## config.mk

```make
export PLATFORM = sky130hd
export DESIGN_NAME = accel_wb_hub
export DESIGN_NICKNAME = d
export VERILOG_FILES = /design/src/rtl/accel_hub_pkg.sv /design/src/rtl/accel_hub_stats.sv /design/src/rtl/accel_wb_hub.sv
export SDC_FILE = /design/constraint.sdc
export NUM_CORES = 1
export LEC_CHECK = 0
export ABC_CLOCK_PERIOD_IN_PS = 8500
export CAP_MARGIN = 40
export CORE_ASPECT_RATIO = 0.8
export CORE_MARGIN = 10
export CORE_UTILIZATION = 41
export DETAILED_ROUTE_END_ITERATION = 6
export PLACE_DENSITY = 0.84
export SLEW_MARGIN = 20
export SYNTH_ARGS = -nofsm -noshare
export SYNTH_HDL_FRONTEND = slang
export SYNTH_SLANG_ARGS = --single-unit
```

## constraint.sdc

```tcl
create_clock -name clk -period 8.5 [get_ports clk]
set_clock_uncertainty 0.1 [all_clocks]
set_input_delay 0.85 -clock clk [delete_from_list [all_inputs] [get_ports clk]]
set_output_delay 0.85 -clock clk [all_outputs]
set_load 0.05 [all_outputs]
```

## src/rtl/accel_hub_pkg.sv

```systemverilog
// accel_hub_pkg: shared types, field positions and helpers for accel_wb_hub.
// Stats offsets are only consumed when ACCEL_HUB_STATS_EN is defined.
package accel_hub_pkg;

  typedef enum logic [1:0] {
    IDLE,
    ACTIVE,
    RESP,
    ERR
  } state_e;

  localparam int PFX_MSB = 31;
  localparam int PFX_LSB = 24;
  localparam int WIN_BIT = 23;

  localparam logic [1:0] STAT_TXN = 2'd0;
  localparam logic [1:0] STAT_ERR = 2'd1;
  localparam logic [1:0] STAT_TO  = 2'd2;

  function automatic int idx_w(input int n);
    return (n <= 1) ? 1 : $clog2(n);
  endfunction

  function automatic logic [31:0] sat_inc(input logic [31:0] v);
    return (v == '1) ? v : v + 32'd1;
  endfunction

endpackage

```

## src/rtl/accel_hub_stats.sv

```systemverilog
// accel_hub_stats: saturating txn/err/timeout counters and read mux.
// Exists only when ACCEL_HUB_STATS_EN is defined.
`ifdef ACCEL_HUB_STATS_EN
module accel_hub_stats
  import accel_hub_pkg::*;
(
  input  logic        clk_i,
  input  logic        rst_i,
  input  logic        inc_txn_i,
  input  logic        inc_err_i,
  input  logic        inc_to_i,
  input  logic        clr_i,
  input  logic [1:0]  off_i,
  output logic [31:0] rd_o
);
  logic [31:0] txn_q, txn_d;
  logic [31:0] err_q, err_d;
  logic [31:0] to_q, to_d;

  // next counter values: clear wins, otherwise saturating increments
  always_comb begin
    txn_d = txn_q;
    err_d = err_q;
    to_d  = to_q;
    if (clr_i) begin
      txn_d = '0;
      err_d = '0;
      to_d  = '0;
    end else begin
      if (inc_txn_i) txn_d = sat_inc(txn_q);
      if (inc_err_i) err_d = sat_inc(err_q);
      if (inc_to_i)  to_d  = sat_inc(to_q);
    end
  end

  // counter registers
  always_ff @(posedge clk_i or posedge rst_i) begin
    if (rst_i) begin
      txn_q <= '0;
      err_q <= '0;
      to_q  <= '0;
    end else begin
      txn_q <= txn_d;
      err_q <= err_d;
      to_q  <= to_d;
    end
  end

  // read mux by word offset; offset 3 reads zero
  always_comb begin
    rd_o = '0;
    unique case (off_i)
      STAT_TXN: rd_o = txn_q;
      STAT_ERR: rd_o = err_q;
      STAT_TO:  rd_o = to_q;
      default:  rd_o = '0;
    endcase
  end

endmodule
`endif

```

## src/rtl/accel_wb_hub.sv

```systemverilog
// accel_wb_hub: one upstream Wishbone master decoded onto NR_ACCEL slaves
// with timeout/error responses; ACCEL_HUB_STATS_EN adds a counter window.
module accel_wb_hub
  import accel_hub_pkg::*;
#(
  parameter int         NR_ACCEL    = 4,
  parameter logic [7:0] BASE_PREFIX = 8'hE0,
  parameter int         SLOT_LSB    = 12,
  parameter int         TIMEOUT     = 255
) (
  input  logic                   clk,
  input  logic                   rst_sys,
  input  logic [31:0]            us_adr_i,
  input  logic [31:0]            us_dat_i,
  input  logic [3:0]             us_sel_i,
  input  logic                   us_cyc_i,
  input  logic                   us_stb_i,
  input  logic                   us_we_i,
  output logic [31:0]            us_dat_o,
  output logic                   us_ack_o,
  output logic                   us_err_o,
  output logic [31:0]            ds_adr_o,
  output logic [31:0]            ds_dat_o,
  output logic [3:0]             ds_sel_o,
  output logic                   ds_we_o,
  output logic [NR_ACCEL-1:0]    ds_cyc_o,
  output logic [NR_ACCEL-1:0]    ds_stb_o,
  input  logic [32*NR_ACCEL-1:0] ds_dat_i,
  input  logic [NR_ACCEL-1:0]    ds_ack_i,
  input  logic [NR_ACCEL-1:0]    ds_err_i,
  input  logic [NR_ACCEL-1:0]    accel_irq_i,
  output logic                   irq_o
);
  localparam int IDX_W = idx_w(NR_ACCEL);
  localparam logic [IDX_W:0] NR_L = (IDX_W+1)'(NR_ACCEL);
  localparam logic [NR_ACCEL-1:0] ONE = NR_ACCEL'(1);
  localparam logic [15:0] TO_LAST = 16'(TIMEOUT - 1);

  state_e state_q, state_d;

  logic [31:0]       adr_q, dat_q;
  logic [3:0]        sel_q;
  logic              we_q, win_q;
  logic [IDX_W-1:0]  slot_q;
  logic [15:0]       cnt_q;

  logic [31:0]          us_dat_q, us_dat_d;
  logic                 us_ack_q, us_ack_d;
  logic                 us_err_q, us_err_d;
  logic [NR_ACCEL-1:0]  ds_stb_q, ds_stb_d;
  logic                 irq_q;

  logic              req, pfx_ok, hit, win_hit;
  logic [IDX_W-1:0]  slot_in;
  logic              sel_ack, sel_err, to_hit;
  logic [31:0]       slot_word, stat_rd;
  logic              st_txn, st_err, st_to, st_clr;

  assign req     = us_cyc_i & us_stb_i;
  assign pfx_ok  = us_adr_i[PFX_MSB:PFX_LSB] == BASE_PREFIX;
  assign slot_in = us_adr_i[SLOT_LSB +: IDX_W];
  assign hit     = pfx_ok & ~us_adr_i[WIN_BIT]
                 & ({1'b0, slot_in} < NR_L);

  assign sel_ack   = ds_ack_i[slot_q];
  assign sel_err   = ds_err_i[slot_q];
  assign to_hit    = cnt_q == TO_LAST;
  assign slot_word = ds_dat_i[{slot_q, 5'd0} +: 32];

`ifdef ACCEL_HUB_STATS_EN
  assign win_hit = pfx_ok & us_adr_i[WIN_BIT];

  accel_hub_stats u_stats (
    .clk_i     (clk),
    .rst_i     (rst_sys),
    .inc_txn_i (st_txn),
    .inc_err_i (st_err),
    .inc_to_i  (st_to),
    .clr_i     (st_clr),
    .off_i     (adr_q[3:2]),
    .rd_o      (stat_rd)
  );
`else
  logic unused_stats;
  assign win_hit      = 1'b0;
  assign stat_rd      = '0;
  assign unused_stats = ^{st_txn, st_err, st_to, st_clr};
`endif

  // state register
  always_ff @(posedge clk or posedge rst_sys) begin
    if (rst_sys) state_q <= IDLE;
    else         state_q <= state_d;
  end

  // next state: abort beats any response, responses beat the timeout
  always_comb begin
    state_d = state_q;
    unique case (state_q)
      IDLE:
        if (req) state_d = (hit || win_hit) ? ACTIVE : ERR;
      ACTIVE:
        if (!us_cyc_i) state_d = IDLE;
        else if (win_q || sel_err || sel_ack || to_hit)
          state_d = RESP;
      RESP:    state_d = IDLE;
      ERR:     state_d = IDLE;
      default: state_d = IDLE;
    endcase
  end

  // next values of the registered outputs plus stats event pulses
  always_comb begin
    us_ack_d = 1'b0;
    us_err_d = 1'b0;
    us_dat_d = '0;
    ds_stb_d = '0;
    st_txn   = 1'b0;
    st_err   = 1'b0;
    st_to    = 1'b0;
    st_clr   = 1'b0;
    unique case (state_q)
      IDLE:
        if (req) begin
          if (hit) begin
            ds_stb_d = ONE << slot_in;
          end else if (!win_hit) begin
            us_err_d = 1'b1;
            st_err   = 1'b1;
          end
        end
      ACTIVE:
        if (us_cyc_i) begin
          if (win_q) begin
            us_ack_d = 1'b1;
            us_dat_d = we_q ? '0 : stat_rd;
            st_clr   = we_q;
          end else if (sel_err) begin
            us_err_d = 1'b1;
            st_err   = 1'b1;
          end else if (sel_ack) begin
            us_ack_d = 1'b1;
            us_dat_d = we_q ? '0 : slot_word;
            st_txn   = 1'b1;
          end else if (to_hit) begin
            us_err_d = 1'b1;
            st_err   = 1'b1;
            st_to    = 1'b1;
          end else begin
            ds_stb_d = ds_stb_q;
          end
        end
      default: ;
    endcase
  end

  // request latch, timeout counter and output registers
  always_ff @(posedge clk or posedge rst_sys) begin
    if (rst_sys) begin
      adr_q    <= '0;
      dat_q    <= '0;
      sel_q    <= '0;
      we_q     <= 1'b0;
      win_q    <= 1'b0;
      slot_q   <= '0;
      cnt_q    <= '0;
      us_dat_q <= '0;
      us_ack_q <= 1'b0;
      us_err_q <= 1'b0;
      ds_stb_q <= '0;
      irq_q    <= 1'b0;
    end else begin
      us_dat_q <= us_dat_d;
      us_ack_q <= us_ack_d;
      us_err_q <= us_err_d;
      ds_stb_q <= ds_stb_d;
      irq_q    <= |accel_irq_i;
      if (state_q == IDLE && req && (hit || win_hit)) begin
        adr_q  <= us_adr_i;
        dat_q  <= us_dat_i;
        sel_q  <= us_sel_i;
        we_q   <= us_we_i;
        win_q  <= win_hit;
        slot_q <= slot_in;
        cnt_q  <= '0;
      end else if (state_q == ACTIVE) begin
        cnt_q <= cnt_q + 16'd1;
      end
    end
  end

  assign us_dat_o = us_dat_q;
  assign us_ack_o = us_ack_q;
  assign us_err_o = us_err_q;
  assign ds_adr_o = adr_q;
  assign ds_dat_o = dat_q;
  assign ds_sel_o = sel_q;
  assign ds_we_o  = we_q;
  assign ds_cyc_o = ds_stb_q;
  assign ds_stb_o = ds_stb_q;
  assign irq_o    = irq_q;

endmodule
```

After elaboration in Yosys (flattened, before gate mapping)
Cells that the tools add are included.

ROM bits: 0. Memories: 0. RAM bits: 0. Input port bits: 213. Bits in latches: 0. Bits in registers: 128. Output and inout bits: 112.

Reductions and logical operators: 9. Equal/unequal tests: 8. Shift operators: 2. Bitwise logic cells: 3. Mux-type cells: 34. Divide/modulo/power cells: 0. Multipliers: 0. Add/subtract/negate cells: 1. $lt $le $gt $ge: 1.

Operators by type and width (count): two-way mux 32 bit (5); variable part select 128 x 8 -> 32 bit (1); two-way mux 16 bit (2); two-way mux 4 bit (6); adder 16 x 1 -> 16 bit, second input constant (1); equality test 16 x 8 -> 1 bit, second input constant (1); two-way mux 1 bit (12); equality test 8 bit, second input constant (1); two-way mux 2 bit (4); one-hot mux 4 bit (2 select lines) (1); one-hot mux 2 bit (3 select lines) (1); != test 5 bit, second input constant (1); binary-select mux 1 bit (select 2 bit) (2); equality test 2 bit, second input constant (2); OR reduction 4 bit (1); << shifter 1 x 2 -> 4 bit, first input constant (1); < comparator 2 x 3 -> 1 bit, second input constant (1); != test 3 bit, second input constant (1); AND 1 bit (2); equality test 2 x 1 -> 1 bit, second input constant (1); logical AND 1 bit (2); logical NOT 2 bit (1); logical OR 1 bit (2); != test 2 bit, second input constant (1); other kinds (5) (5).

Longest topological paths before layout
Gate-level depths: netlist (run 1).

Depth in word-level cells: 7. Depth in mapped cells: 7. Depth with buffers taken out: 6.

Worst setup path after synthesis (run 1)
OpenSTA, ideal clock, no wires.

Kind: reg-to-reg. Start: register ds_adr_o[12] (netlist name). End: register ds_stb_q[0], in the netlist ds_cyc_o[0]. Cell stages (with the launch flop): 6. Slack: 6444 ps. Clock period less this slack: 2056 ps. Arrival time: 1888 ps. Data required time: 8331 ps. Path through: dfrtp_1 -> buf_4 -> mux4_2 -> nor2_4 -> and3b_1 -> a32o_1.

RTL lines: end signal, assigned (RTL line accel_wb_hub.sv:176) `ds_stb_q <= ds_stb_d;`; end, declared (RTL line accel_wb_hub.sv:50) `logic [NR_ACCEL-1:0] ds_stb_q, ds_stb_d;`.

Worst setup path after layout (run 1)
Start: register adr_q[12], in the netlist ds_adr_o[12]. End: output port ds_adr_o[12].

RTL lines: start, declared (RTL line accel_wb_hub.sv:41) `logic [31:0] adr_q, dat_q;`; start signal, assigned (RTL line accel_wb_hub.sv:179) `adr_q <= us_adr_i;`; end, declared (RTL line accel_wb_hub.sv:22) `output logic [31:0] ds_adr_o,`.

No word-level cell between the ends.

==> results.tsv, run 1 <==
metric	value	unit
place_ws	5.57	ns
root_buffer	clkbuf_16	
tightest_slew	0.812	ns
die_w	152	um
die_h	125	um
fill_cells	911	
final_common_cell	clkdlybuf4s50_1	
fin_nets	1036	
yosysSeqAreaShare	0.556	
syn-cell-area	0.00567	mm2
drive_above_1_share	0.101	
status	complete, no violations	
dpl.hpwl	15500	um
firstDrtPassIters	5	
cp.arrival	2.25	ns
fmax	313	MHz
crit_type	flip-flop to output port	
clock_sinks	126	
setup_ws	5.30	ns
tritoncts	yes	
first_iter_violations	262	
row_count	38	
rsz0062_at_grt	no	
max_stage_delay	0.94	ns
globalRouteTotalUtil	0.206	
ios	325	
ys_seq_elements	126	
io_buffers	324	
synth_ff_type	dfrtp_1	
start_kind	flip-flop	
cts_made_buffers	17	
grt_max_degree	78	
area_growth	70.9	%
cts_hold_buf	0	
gp_congestion	0.866	
antenna_found_initial	0	
start_util	0.419	
slowest_stage	clkdlybuf4s50_1	
worst-path-max-fanout	36	
synth_edf_count	0	
timing.hold.ws	0.360	ns
power.leakage	4.26	nW
avgSynthCellArea	11.3	um2
layout_min_cycle_time	3.20	ns
path_cells	buf_4, clkdlybuf4s50_1	
maxCapViolCount	0	
async_flop_share	1.00	
final_area	0.00969	mm2
final_cell_mix	324 x clkdlybuf4s50_1, 182 x nand2_1, 125 x dfrtp_1	
synth_warnings	0	
antenna_cells	0	
grt_overflow_total	0	
crit_required	7.55	ns
path_clk_slew	0.05	ns
clock_latency	0.42	ns
ys_types	43	
min_period_over_period	0.376	
grt_first_pass_wirelength	30300	um
hold_path_class	flip-flop to flip-flop	
dieArea	0.0190	mm2
clockBufferDepth	2	
setup_viol	0	
peakVddDrop	133	uV
multiInputGateArea	0.00233	mm2
synth_nets	718	
post-route-drc-count	0	
ant_nets	0	
regArea	0.00315	mm2
core-area	0.0136	mm2
grt_pass1_vias	5494	
powerDensity	181	mW/mm2
relSlewSlack	0.459	
wl_per_cell	19.7	um
drv_slew	0	
wirelength	19900	um
fin_setup_tns	0	ns
vias_per_cell	5.04	
place_area	0.00904	mm2
vias	5111	
cts-htree-levels	4	
post_cts_buffers	0	
hold_viol_final	0	
netlist_instances	503	
cts_resized	0	
worst_setup_path_end_kind	output port	
-- cell families after synthesis --
kind of cell,count (synthesis),share of synthesized area
AO/OA/AOI/OAI,20,0.0249
XOR/XNOR,10,0.0154
adder cells (fa/ha/maj),2,0.00441
buffers and inverters,36,0.0333
flip-flops,126,0.556
multiplexers,34,0.135
AND/OR/NAND/NOR,275,0.231
-- state kept, by name (all words and copies together) (netlist names) --
| register | count |
|---|---|
| us_ack_o | 1 |
| us_err_o | 1 |
| ds_adr_o | 32 |
| state_q | 2 |
| ds_dat_o | 32 |
| irq_o | 1 |
| ds_sel_o | 4 |
| cnt_q | 16 |
| ds_we_o | 1 |
| us_dat_o | 32 |
| ds_cyc_o | 4 |
-- final timing paths --
path	end	cells past startpoint	slack [ns]	startpoint
max	ds_adr_o[12]	2	5.30	ds_adr_o[12]
min	ds_adr_o[31]	1	0.36	ds_adr_o[31]
max reg2reg	us_dat_o[22]	5	6.02	ds_adr_o[12]
min reg2reg	ds_adr_o[31]	1	0.36	ds_adr_o[31]
max in group asynchronous	ds_dat_o[9]	4	6.43	rst_sys
min in group asynchronous	ds_adr_o[30]	2	0.76	rst_sys
-- per-layer routing --
metal / track usage / wire (um)
met4: 0.0817 / 469
met3: 0.0829 / 2110
met5: 0 / 0
met2: 0.369 / 10600
met1: 0.206 / 6770
-- per-stage QoR --
| step | power (mW) | instances | util |
|---|---|---|---|
| 2_1_floorplan | 0.820 | 503 | - |
| 3_3_place_gp | 0.952 | 981 | 0.665 |
| 3_5_place_dp | 0.968 | 982 | 0.667 |
| 4_1_cts | 1.77 | 1014 | 0.715 |
| 5_1_grt | 1.83 | 1014 | 0.715 |
| 6_report | 1.76 | 1014 | 0.715 |
-- cell type report --
type | count | share of cell area
Clock buffer | 18 | 0.0453
Clock inverter | 14 | 0.0222
Inverter | 5 | 0.00219
Multi-Input combinational cell | 341 | 0.240
Sequential cell | 126 | 0.325
Timing Repair Buffer | 330 | 0.341
Tap cell | 180 | 0.0232
-- critical path, delay by kind of cell (launching register included) --
| kind | cells | cell delay, ns |
|---|---|---|
| buffers and inverters | 2 | 1.46 |
| DFF | 1 | 0.34 |
-- synth_stat cells (all sizes together), types with 3 or more instances --
| cell type | instances | share of area |
|---|---|---|
| inv | 5 | 0.0033 |
| nor2 | 13 | 0.0099 |
| a32o | 4 | 0.0071 |
| a21oi | 4 | 0.0049 |
| nand3 | 4 | 0.0035 |
| clkbuf | 15 | 0.0099 |
| o21ai | 7 | 0.0062 |
| xor2 | 5 | 0.0077 |
| or3 | 5 | 0.0064 |
| nand3b | 3 | 0.0084 |
| and2 | 7 | 0.0077 |
| nand2 | 182 | 0.12 |
| dfrtp | 126 | 0.56 |
| nor2b | 34 | 0.038 |
| mux4 | 34 | 0.14 |
| nand2b | 3 | 0.0033 |
| nand4 | 5 | 0.0066 |
| buf | 16 | 0.020 |
| xnor2 | 5 | 0.0077 |
-- power by group --
group	internal (mW)	total, mW	switching, mW
Combinational	0.159	0.268	0.109
Sequential	0.640	0.694	0.0538
Clock	0.528	0.793	0.265
Total	1.33	1.76	0.428
Power figures use the tool's default switching activity.
==> inputs of run 2 (changes only) <==
- ABC_CLOCK_PERIOD_IN_PS: 8500 -> 2600
- CORE_UTILIZATION: 41 -> 35
- PLACE_DENSITY: 0.84 -> 0.76
- clock period: 8.5 -> 2.6 ns (I/O delays scaled with it)
==> run 2 against run 1 <==
Sequential share of layout area is essentially flat. Sequential power grew to 3.3 times the previous value. Combinational power grew to 3.2 times the previous value. Flip-flop and latch count is the same. Die area grew 15%. Core utilization shrank 10 points. Register-to-register slack lost 5.5 ns. Power grew to 3.0 times the previous value. Count of clock-buffer cells in the layout grew 2. Via count shrank 4.6%. Critical path depth shrank 1. Global-route usage shrank 3.7 points. Critical path type unchanged. Highest routed layer unchanged.
==> results.tsv, run 2 (synthesis gave the netlist of run 1 again) <==
metric	value	unit	change
root_buffer	clkbuf_16		
setup_viol	0		unchanged
critPathTopFamily	buffers and inverters		
max_stage_delay	0.90	ns	-0.04 ns
status	complete, no violations		
clockBufferDepth	2		unchanged
p_seq_frac	0.426		+0.030
rsz0062_at_grt	no		
path_clk_slew	0.06	ns	about the same
start_util	0.358		-0.0608
post-route-drc-count	0		unchanged
ios	325		unchanged
tightest_slew	0.580	ns	-0.232 ns
final_common_cell	clkdlybuf4s50_1		
io_buffers	324		unchanged
grt_overflow_total	0		unchanged
maxCapViolCount	0		unchanged
antenna_found_initial	1		+1
reg2reg_slack	0.54	ns	-5.48 ns
die_h	134	um	+6.9%
powerDensity	547	mW/mm2	+200%
gp_congestion	0.792		-8.5%
combPwrFrac	0.161		+0.008
regArea	0.00315	mm2	unchanged
timing.hold.ws	0.237	ns	-0.123 ns
grt_pass1_vias	5151		-6.2%
vias	4874		-4.6%
cp.depth	1		-1
min_period_over_period	0.868		
grt_first_pass_wirelength	28700	um	-5.4%
cts-htree-levels	4		unchanged
slowest_stage	clkdlybuf4s50_1		
layout_min_cycle_time	2.26	ns	
multiInputGateArea	0.00233	mm2	unchanged
first_iter_violations	300		+15%
path_buf_inv	1		-1
power.leakage	4.22	nW	-0.87%
cts_made_buffers	17		unchanged
tritoncts	yes		
crit_required	2.24	ns	-5.31 ns
r2r-end	us_dat_o[30]		
place_ws	0.500	ns	-5.07 ns
wirelength	19100	um	-4.3%
wl_per_cell	18.1	um	-7.7%
r2r-start	ds_adr_o[12]		
cts_resized	0		unchanged
clock_latency	0.41	ns	about the same
final_cell_mix	323 x clkdlybuf4s50_1, 182 x nand2_1, 125 x dfrtp_1		
die_w	162	um	+7.1%
hold_viol_final	0		unchanged
drive_above_1_share	0.102		+0.00108
p_sw	1.34	mW	+210%
globalRouteTotalUtil	0.169		-0.0368
grt_max_degree	71		-9.0%
fin_nets	1039		+0.29%
post_cts_buffers	0		unchanged
clock_sinks	126		unchanged
crit_type	flip-flop to output port		
vias_per_cell	4.64		-8.0%
relSlewSlack	0.612		+0.154
worst_setup_path_end_kind	output port		
start_kind	flip-flop		
worst-path-max-fanout	11		-69%
ant_nets	0		unchanged
dieArea	0.0217	mm2	+15%
power.share.clock	0.412		-0.040
path_cells	clkdlybuf4s50_1		
cts_hold_buf	0		unchanged
drv_slew	0		unchanged
area_growth	70.8	%	about the same
row_count	41		+7.9%
core-area	0.0159	mm2	+17%
dpl.hpwl	15100	um	-3.1%
peakVddDrop	366	uV	+180%
firstDrtPassIters	4		-1
swShare	0.252		+0.00835
fin_setup_tns	0	ns	unchanged
r2r.worst_path.cells	4		-1
setup_ws	0.343	ns	-4.96 ns
fmax	443	MHz	
hold_path_class	primary input to async pin		
cp.arrival	1.90	ns	-0.35 ns
cell_internal_pwr	3.96	mW	+200%
fill_cells	1287		+41%
run 2: cell count changes in the layout (fill, tap and decap cells not counted), sizes merged, moves of 2 or more:
cell	change
clkbuf	+2
clkinvlp	+3
inv	-2
bufinv	-4
buf	+4
run 2: worst min-delay path: stages:
cell and delay, ns:
clkdlybuf4s50_1 0.44, clkinvlp_4 0.14, buf_12 0.28
run 2: layout make-up:
type,instances,area share
Clock inverter,10,0.00956
Timing Repair Buffer,333,0.347
Antenna cell,1,0.000258
Tap cell,215,0.0278
Clock buffer,20,0.0471
Multi-Input combinational cell,341,0.241
Inverter,5,0.00232
Sequential cell,126,0.326
run 2: through the flow:
stage | instances | total power [mW] | instance area [um2] | utilization
after floorplan | 503 | 2.68 | 5680 | -
after global placement | 1020 | 3.13 | 9140 | 0.576
after detailed placement | 1020 | 3.15 | 9140 | 0.576
after CTS | 1050 | 5.36 | 9680 | 0.611
after global routing | 1051 | 5.55 | 9690 | 0.611
final | 1051 | 5.30 | 9690 | 0.611
run 2: power groups by stage:
stage	Combinational (mW)	Sequential, mW	Clock (mW)
after floorplan	0.367	2.31	0
after global placement	0.844	2.29	0
after detailed placement	0.860	2.29	0
after CTS	0.866	2.26	2.24
after global routing	0.932	2.29	2.34
final	0.856	2.26	2.19
run 2: how the worst max path moves through the flow:
| stage | startpoint | slack, ns | endpoint |
|---|---|---|---|
| finish | ds_adr_o[12] | 0.34 | ds_adr_o[12] |
| global route | ds_adr_o[12] | 0.23 | ds_adr_o[12] |
| CTS | ds_adr_o[12] | 0.29 | ds_adr_o[12] |
| detailed placement | us_cyc_i | 0.50 | ds_dat_o[14] |
| global placement | us_cyc_i | 0.52 | ds_adr_o[0] |
| floorplan | ds_adr_o[12] | 0.54 | ds_cyc_o[0] |
run 2: layer usage:
| metal | GRT usage | wire [um] | part of all wire | vias to the layer above |
|---|---|---|---|---|
| li1 | - | - | - | 2333 |
| met1 | 0.184 | 7100 | 0.37 | 2312 |
| met2 | 0.288 | 9730 | 0.51 | 220 |
| met3 | 0.0813 | 2100 | 0.11 | 9 |
| met4 | 0.0414 | 128 | 0.0067 | 0 |
| met5 | 0 | 0 | 0 | - |
==> inputs of run 3 (changes only) <==
- CTS_BUF_LIST: not set -> sky130_fd_sc_hd__clkbuf_8 sky130_fd_sc_hd__clkbuf_16
- SYNTH_HIERARCHICAL: not set -> 1
==> run 3 against run 2 <==
Critical path depth stayed put. Combinational power hardly changed. Largest cell class unchanged. Count of clock-buffer cells in the layout is 1 lower. Worst setup slack stayed put. Global-route usage stayed put. Area after synthesis stayed put. Non-clock buffer count stayed put. Power hardly changed. Die area stayed put. Worst hold slack hardly changed. Critical endpoint unchanged.
==> results.tsv, run 3 <==
metric	value	unit	change
core-area	0.0159	mm2	unchanged
synth_top_area_share	0.556		unchanged
final_common_cell	clkdlybuf4s50_1		
vias	4874		unchanged
dieArea	0.0217	mm2	unchanged
die_h	134	um	unchanged
grt_pass1_vias	5151		unchanged
synth_nets	718		unchanged
first_iter_violations	301		+0.33%
fmax	443	MHz	unchanged
power.leakage	4.23	nW	about the same
final_cell_mix	323 x clkdlybuf4s50_1, 182 x nand2_1, 125 x dfrtp_1		
syn-cell-area	0.00567	mm2	unchanged
clockBufferDepth	2		unchanged
die_w	162	um	unchanged
maxCapViolCount	0		unchanged
async_flop_share	1.00		unchanged
worst_setup_path_end_kind	output port		
synth_warnings	6		+6
drv_slew	0		unchanged
hold_viol_final	0		unchanged
grt_max_degree	71		unchanged
r2r-end	us_dat_o[30]		
setup_viol	0		unchanged
min_period_over_period	0.868		unchanged
vias_per_cell	4.64		unchanged
path_clk_slew	0.06	ns	about the same
fin_setup_tns	0	ns	unchanged
startpoint	ds_adr_o[12]		
final_area	0.00969	mm2	unchanged
ys_seq_elements	126		unchanged
grt_first_pass_wirelength	28700	um	unchanged
critPathTopFamily	buffers and inverters		
peakVddDrop	366	uV	about the same
ant_nets	0		unchanged
cts_hold_buf	0		unchanged
cts_resized	0		unchanged
cp.depth	1		unchanged
crit_required	2.24	ns	about the same
grt_overflow_total	0		unchanged
synth_ff_type	dfrtp_1		
place_ws	0.500	ns	unchanged
rsz0062_at_grt	no		
path_buf_inv	1		unchanged
status	complete, no violations		
yosysSeqAreaShare	0.556		unchanged
antenna_found_initial	1		unchanged
netlist_top_cells_area	dfrtp_1 56%, mux4_2 14%, nand2_1 12%		
synth_common_cells	182 x nand2_1, 126 x dfrtp_1, 34 x mux4_2, 34 x nor2b_1, 15 x clkbuf_1		
cts_made_buffers	17		unchanged
avgSynthCellArea	11.3	um2	unchanged
yosys.area.top_type	dfrtp_1		
crit_type	flip-flop to output port		
relSlewSlack	0.612		unchanged
cp.arrival	1.90	ns	about the same
ios	325		unchanged
start_util	0.358		unchanged
start_kind	flip-flop		
hold_path_class	primary input to async pin		
cts-htree-levels	4		unchanged
dpl.hpwl	15100	um	unchanged
layout_min_cycle_time	2.26	ns	unchanged
area_growth	70.8	%	unchanged
setup_ws	0.343	ns	unchanged
tightest_slew	0.580	ns	unchanged
r2r-start	ds_adr_o[12]		
gp_congestion	0.792		unchanged
path_cells	clkdlybuf4s50_1		
wirelength	19100	um	about the same
cp-endpoint	ds_adr_o[12]		
powerDensity	547	mW/mm2	about the same
fill_cells	1287		unchanged
netlist_instances	503		unchanged
post-route-drc-count	0		unchanged
fin_nets	1039		unchanged
slowest_stage	clkdlybuf4s50_1		
max_stage_delay	0.90	ns	about the same
synth_edf_count	0		unchanged
row_count	41		unchanged
clock_latency	0.41	ns	about the same
r2r.worst_path.cells	4		unchanged
io_buffers	324		unchanged
drive_above_1_share	0.102		unchanged
place_area	0.00914	mm2	unchanged
firstDrtPassIters	4		unchanged
worst-path-max-fanout	11		unchanged
synth_most_common_cell	nand2_1		
wl_per_cell	18.1	um	about the same
post_cts_buffers	0		unchanged
p_total	5.30	mW	about the same
reg2reg_slack	0.54	ns	about the same
root_buffer	clkbuf_16		
tritoncts	yes		
globalRouteTotalUtil	0.169		unchanged
clock_sinks	126		unchanged
ys_types	43		unchanged
==> run 3: cell counts after synthesis <==
No cell type changed its count.
==> run 3: worst min-delay path: cells and delay by family <==
kind	cells	cell delay (ns)
buf+inv	3	0.86
==> run 3: area by class of cell <==
| type | count | area [um2] | area share |
|---|---|---|---|
| Clock buffer | 19 | 453 | 0.0468 |
| Tap cell | 215 | 269 | 0.0278 |
| Inverter | 5 | 22.5 | 0.00232 |
| Clock inverter | 11 | 96.3 | 0.00995 |
| Timing Repair Buffer | 333 | 3360 | 0.347 |
| Antenna cell | 1 | 2.50 | 0.000258 |
| Multi-Input combinational cell | 341 | 2330 | 0.241 |
| Sequential cell | 126 | 3150 | 0.326 |
==> run 3: per-stage QoR <==
step / cells / util / hold slack, ns
2_1_floorplan: 503 / - / 0.267
3_3_place_gp: 1020 / 0.576 / 0.348
3_5_place_dp: 1020 / 0.576 / 0.353
4_1_cts: 1050 / 0.611 / 0.237
5_1_grt: 1051 / 0.611 / 0.237
6_report: 1051 / 0.611 / 0.236
==> run 3: cells by family (layout without fill, tap and decap cells) <==
group	Yosys count	count (layout)	share of synthesized area
buffers and inverters	36	368	0.0333
muxes	34	34	0.135
xor gates and xnor gates	10	10	0.0154
other	0	1	0
adders and majority gates	2	2	0.00441
AOI/OAI and AO/OA	20	20	0.0249
DFF	126	126	0.556
and+or+nand+nor	275	275	0.231
==> run 3: per-layer routing <==
| metal | share of wire | up-vias | track usage |
|---|---|---|---|
| li1 | - | 2333 | - |
| met1 | 0.37 | 2315 | 0.184 |
| met2 | 0.51 | 217 | 0.288 |
| met3 | 0.11 | 9 | 0.0813 |
| met4 | 0.0067 | 0 | 0.0414 |
| met5 | 0 | - | 0 |
==> run 3: power breakdown <==
group / internal (mW) / leakage [nW] / switching, mW
logic: 0.520 / 2.27 / 0.336
clock network: 1.35 / 0.264 / 0.837
registers: 2.09 / 1.70 / 0.166
==> run 3: worst min-delay path by stage <==
stage,startpoint,endpoint,slack [ns]
floorplan,accel_irq_i[2],irq_o,0.27
global route,rst_sys,ds_dat_o[24],0.24
global placement,ds_sel_o[1],ds_sel_o[1],0.35
detailed placement,ds_adr_o[29],ds_adr_o[29],0.35
finish,rst_sys,ds_dat_o[24],0.24
CTS,rst_sys,ds_dat_o[24],0.24
